File: src/rtl/id_ex_pipe.sv
// ID/EX pipeline stage: carries the packed decode control and data bundles to
// execute behind a valid/ready handshake. With SKID=1 a second entry absorbs
// one extra transfer so in_ready can come straight from a flop. It also
// supports a synchronous flush and a saturating stall counter for
// hazard-unit debug.
module id_ex_pipe #(
    parameter int CTL_W  = 9,
    parameter int DATA_W = 138,
    parameter int SKID   = 1,
    parameter int CNT_W  = 16
) (
    input  logic              clk,
    input  logic              rst,
    input  logic              in_valid,
    output logic              in_ready,
    input  logic [CTL_W-1:0]  in_ctl,
    input  logic [DATA_W-1:0] in_data,
    output logic              out_valid,
    input  logic              out_ready,
    output logic [CTL_W-1:0]  out_ctl,
    output logic [DATA_W-1:0] out_data,
    input  logic              flush,
    input  logic              cnt_clr,
    output logic [CNT_W-1:0]  stall_cnt
);

    localparam logic [CNT_W-1:0] CNT_MAX = '1;
    localparam logic [CNT_W-1:0] CNT_ONE = 1;

    // Main entry M (visible on out_*) and skid entry S (held behind M)
    logic              m_valid;
    logic [CTL_W-1:0]  m_ctl;
    logic [DATA_W-1:0] m_data;
    logic              s_valid;
    logic [CTL_W-1:0]  s_ctl;
    logic [DATA_W-1:0] s_data;

    logic in_fire;
    logic out_fire;
    logic m_free;

    // Handshake: skid mode takes in_ready from a flop; single-entry mode
    // lets the downstream ready pass straight through.
    always_comb begin
        if (SKID != 0) begin
            in_ready = !s_valid;
        end else begin
            in_ready = !m_valid || out_ready;
        end
        in_fire   = in_valid && in_ready;
        out_valid = m_valid;
        out_fire  = m_valid && out_ready;
        m_free    = !m_valid || out_fire;
        out_ctl   = m_valid ? m_ctl : '0;
        out_data  = m_data;
    end

    // Entry movement: S always drains into M before new input can reach M,
    // which keeps instruction order intact. Flush kills validity only;
    // the stale payload stays in place.
    always_ff @(posedge clk or posedge rst) begin
        if (rst) begin
            m_valid <= 1'b0;
            m_ctl   <= '0;
            m_data  <= '0;
            s_valid <= 1'b0;
            s_ctl   <= '0;
            s_data  <= '0;
        end else if (flush) begin
            m_valid <= 1'b0;
            s_valid <= 1'b0;
        end else if (SKID != 0) begin
            if (m_free) begin
                if (s_valid) begin
                    m_valid <= 1'b1;
                    m_ctl   <= s_ctl;
                    m_data  <= s_data;
                    s_valid <= 1'b0;
                end else if (in_fire) begin
                    m_valid <= 1'b1;
                    m_ctl   <= in_ctl;
                    m_data  <= in_data;
                end else begin
                    m_valid <= 1'b0;
                end
            end else if (in_fire) begin
                s_valid <= 1'b1;
                s_ctl   <= in_ctl;
                s_data  <= in_data;
            end
        end else begin
            if (in_fire) begin
                m_valid <= 1'b1;
                m_ctl   <= in_ctl;
                m_data  <= in_data;
            end else if (out_fire) begin
                m_valid <= 1'b0;
            end
        end
    end

    // Stall counter: counts cycles the held entry is refused downstream;
    // a clear wins over a simultaneous increment and the count never wraps.
    always_ff @(posedge clk or posedge rst) begin
        if (rst) begin
            stall_cnt <= '0;
        end else if (cnt_clr) begin
            stall_cnt <= '0;
        end else if (m_valid && !out_ready && (stall_cnt != CNT_MAX)) begin
            stall_cnt <= stall_cnt + CNT_ONE;
        end
    end

endmodule

File: config.mk
export PLATFORM = sky130hd
export DESIGN_NAME = id_ex_pipe
export DESIGN_NICKNAME = d
export VERILOG_FILES = /design/src/rtl/id_ex_pipe.sv
export SDC_FILE = /design/constraint.sdc
export NUM_CORES = 1
export LEC_CHECK = 0
export BUFFER_PORTS_ARGS = -buffer_cell sky130_fd_sc_hd__buf_2
export CORE_MARGIN = 2
export CORE_UTILIZATION = 30
export CTS_BUF_LIST = sky130_fd_sc_hd__clkbuf_4
export DETAILED_ROUTE_END_ITERATION = 6
export SLEW_MARGIN = 30
export SYNTH_ARGS = -nofsm -noshare
export SYNTH_HDL_FRONTEND = slang
export SYNTH_SLANG_ARGS = --single-unit
File: constraint.sdc
create_clock -name clk -period 25.9 [get_ports clk]
set_input_delay 1.295 -clock clk [delete_from_list [all_inputs] [get_ports clk]]
set_output_delay 1.295 -clock clk [all_outputs]
set_load 0.01 [all_outputs]
==> impl_results.md <==
* Status: completed
* Worst skew pair latency at 760 ps
* Global-route wire length before repair at 50,660 µm
* Via count at around 9,600
* Pleak at a little over 7 nW
* # setup viols final at 0
* Htree depth at 3
* Pwr per Cell Area at a little under 80 mW/mm²
* Final net count at ~1,600
* Min Clock Period, post-route at around 3500 ps
* Clk root buf: clkbuf_4
* CTS clock-pin slew for the worst setup and hold paths at around 60 ps
* Syn Nets at roughly 1,200
* Num CTS Buffers at 87
* Top Family by Delay on Critical Path: flip-flops
* Antenna violations before repair at 4
* M3 GR Usage at 5.917%
* Max-capacitance violation count at 0
* DRC violations left at 0
* Grt met2 use at 22.79%
* Port bufs at 317
* Die W at 213.5 µm
* Die H at around 210 µm
* Synthesized area per cell at around 12 µm²
* FP Rows at between 70 and 80
* Layout area overhead at 24.43%
* Cts hold-fix bufs at 0
* Psw at between 300 and 400 µW
* Post-CTS Setup Inserts at 0
* YS warnings at 0
* Switch share at between 20% and 30%
* Top Ports at 318
* Gpl congestion at approximately 0.72
* Required time of the critical path at between 20,000 and 25,000 ps
* Post-DP HPWL at roughly 20,000 µm
* Worst reg-to-reg path cell count at 6
* Combinational Power Share at about 16%
* WL final at roughly 32,000 µm
* CORE AREA at ~0.043 mm²
* Die Area at between 0.04 and 0.05 mm²
* Critical path, cell by cell: inv_1, buf_2
* Fin Setup TNS at 0 ps
* RSZ-0062 raised after global routing: no
* Syn Std Cell Area at roughly 0.013 mm²
* Clk pwr share at 34.0%
* Overflow left after global routing at 0
* Grt met1 use at around 17%
* Power, Total at ~1.3 mW
* Yosys reg bits at roughly 310
* Initial Util at 30.50%
* Pins over their slew limit at 0
* Seq pwr share at 49.9%
* Layout cell share with drive strength beyond 1 at around two fifths
* Crit-path max FO at between 50 and 60
* Slowest stage delay, CP at approximately 1100 ps
* Crit end category: output port
* Gr usage total at between 10 and 15%
* Critical path launch point type: flop
* Layout Skew at between 20 and 30 ps
* Synth Instances at 1,069
* Worst Path Arrival at roughly 2200 ps
* Synth cell types at 35
* Post-DR vias/cell at 4.619
* Largest net degree at the start of global routing at ~100
* F_max at approximately 0.28 GHz
* Setup Crit Path Kind: flop to output port
* Worst-Margin Slew at 977.2 ps
* TritonCTS clock tree: yes
* Antenna Nets Post-Route at 0
* Vias in the first global route at between 9,000 and 10,000
* CP bufs+invs at 2
* Total iterations of the first detailed-routing run at 4
* Worst hold path depth at 1
* DRT iter0 DRCs at approximately 440
* VDD IR max at 0.04346 mV
* Worst path depth at 2
* Final period util at between 10% and 20%
* Cell Int Power at roughly 920 µW
* WL/cell at between 15 and 20 µm
* Seq/Total Area, Yosys at 59.29%
* Finished Core Util at between 30% and 40%
* Slew HR at between 30% and 40%
* Hold Crit Class: flop to flop
* Critical-path top delay cell: dfrtp_4
* GRT Max-Usage Layer: met2
* Maximum root-to-sink buffer count at 3
* Hold slack at approximately 500 ps
* # clock sinks at roughly 310
* Resize count post-CTS at 0
* Fin. Hold Viols at 0
==> power groups by stage <==
stage / registers (mW) / logic (mW) / clock network, mW
2_1_floorplan: 0.649 / 0.116 / 0
3_3_place_gp: 0.639 / 0.202 / 0
3_5_place_dp: 0.644 / 0.209 / 0
4_1_cts: 0.636 / 0.209 / 0.459
5_1_grt: 0.647 / 0.231 / 0.485
6_report: 0.636 / 0.205 / 0.434
==> worst register-to-register path, cell delays in order (launching register included) <==
cell     delay (ps)
dfrtp_4        1060
nor2_1          230
nor3_2          210
buf_4           590
buf_4           750
nor2_1          160
a21oi_1         140
==> cells in the final DEF (no fill, tap or decap), types with 2 or more instances in the layout <==
cell type	netlist	final
buf_2	44	317
dfrtp_1	312	311
a21oi_1	161	161
nor2_1	151	151
mux2i_1	148	148
mux2_2	147	147
clkbuf_4	0	125
clkinv_1	0	24
and2_1	9	9
or3_1	8	8
o21ai_0	7	7
nand3_1	7	6
buf_4	0	6
o31ai_1	5	5
or4_1	5	5
buf_6	0	5
nand2_1	4	4
diode_2	0	3
inv_1	4	3
nand2b_1	3	3
nor3_1	4	3
nand4_1	3	3
nor4_1	3	3
nor2b_1	2	2
nand4_2	2	2
and4_1	2	2
o31a_1	2	2
o21ba_2	2	2
inv_2	0	2
==> final timing paths <==
path	startpoint	slack, ps	endpoint
worst min-delay path	s_data[32]	500	s_data[32]
worst max register to register	s_valid	22690	out_data[93]
worst max-delay path	s_valid	22370	in_ready
min in group asynchronous	rst	650	out_data[57]
max in group asynchronous	rst	23530	s_data[3]
worst min register to register	s_data[32]	500	s_data[32]
==> per-layer routing <==
layer | up-vias | share of wire, % | routed length (µm)
met4 | 4 | 2.2 | 694
met3 | 46 | 8.3 | 2668
li1 | 4538 | - | -
met1 | 4697 | 41 | 13300
met5 | - | 0.065 | 21
met2 | 277 | 48 | 15520
==> cell usage after synthesis (all sizes together) <==
| cell | n | area, µm² |
|---|---|---|
| nor3 | 4 | 20.02 |
| a31o | 1 | 8.760 |
| mux2 | 147 | 1655 |
| and4b | 1 | 10.01 |
| nand3b | 1 | 7.510 |
| nand4b | 1 | 8.760 |
| nor4 | 4 | 31.28 |
| and4 | 2 | 17.52 |
| ha | 1 | 12.51 |
| or4 | 5 | 37.54 |
| a21oi | 161 | 805.8 |
| nand2 | 4 | 15.01 |
| and2 | 9 | 56.30 |
| o21ba | 2 | 20.02 |
| o31ai | 5 | 37.54 |
| o21ai | 7 | 35.03 |
| nand2b | 3 | 18.77 |
| o31a | 2 | 17.52 |
| or2 | 1 | 6.260 |
| and3 | 1 | 6.260 |
| or3 | 8 | 50.05 |
| inv | 4 | 15.01 |
| dfrtp | 312 | 7807 |
| nand4 | 5 | 43.79 |
| a311oi | 1 | 8.760 |
| clkbuf | 17 | 63.81 |
| nor2 | 151 | 566.8 |
| mux2i | 148 | 1481 |
| nand3 | 7 | 35.03 |
| nor2b | 2 | 12.51 |
| a41o | 1 | 10.01 |
| buf | 51 | 246.5 |
==> state kept, by name, indices dropped and copies added (netlist names) <==
name	flops
s_ctl	9
s_data	138
s_valid	1
m_ctl	9
stall_cnt	16
out_data	138
out_valid	1
==> kinds of logic (layout without fill, tap and decap cells) <==
group	after synthesis	count (layout)	share of synthesized area, %
and+or+nand+nor	209	209	7.164
buffers and inverters	72	485	2.470
adders and majority gates	1	1	0.09500
other	0	3	0
muxes	295	295	23.82
DFF	312	312	59.29
AOI/OAI and AO/OA	180	180	7.164
==> area by class of cell <==
type,instances,area (µm²)
well taps,585,732.0
clock buffers,125,938.4
diodes,3,7.507
multi-input cells,685,5054
fillers,4281,26790
inverters,4,22.52
clock inverters,28,132.6
repair buffers,328,1688
flip-flops and latches,312,7811
==> through the flow <==
stage	worst slack [ps]	std cells	instance area, µm²
floorplan	15980	1069	13170
global placement	22080	1914	15290
detailed placement	22030	1914	15290
CTS	22190	2067	16360
global route	22180	2068	16380
finish	22370	2070	16390
No activity file was read; power rests on OpenSTA's default activity.
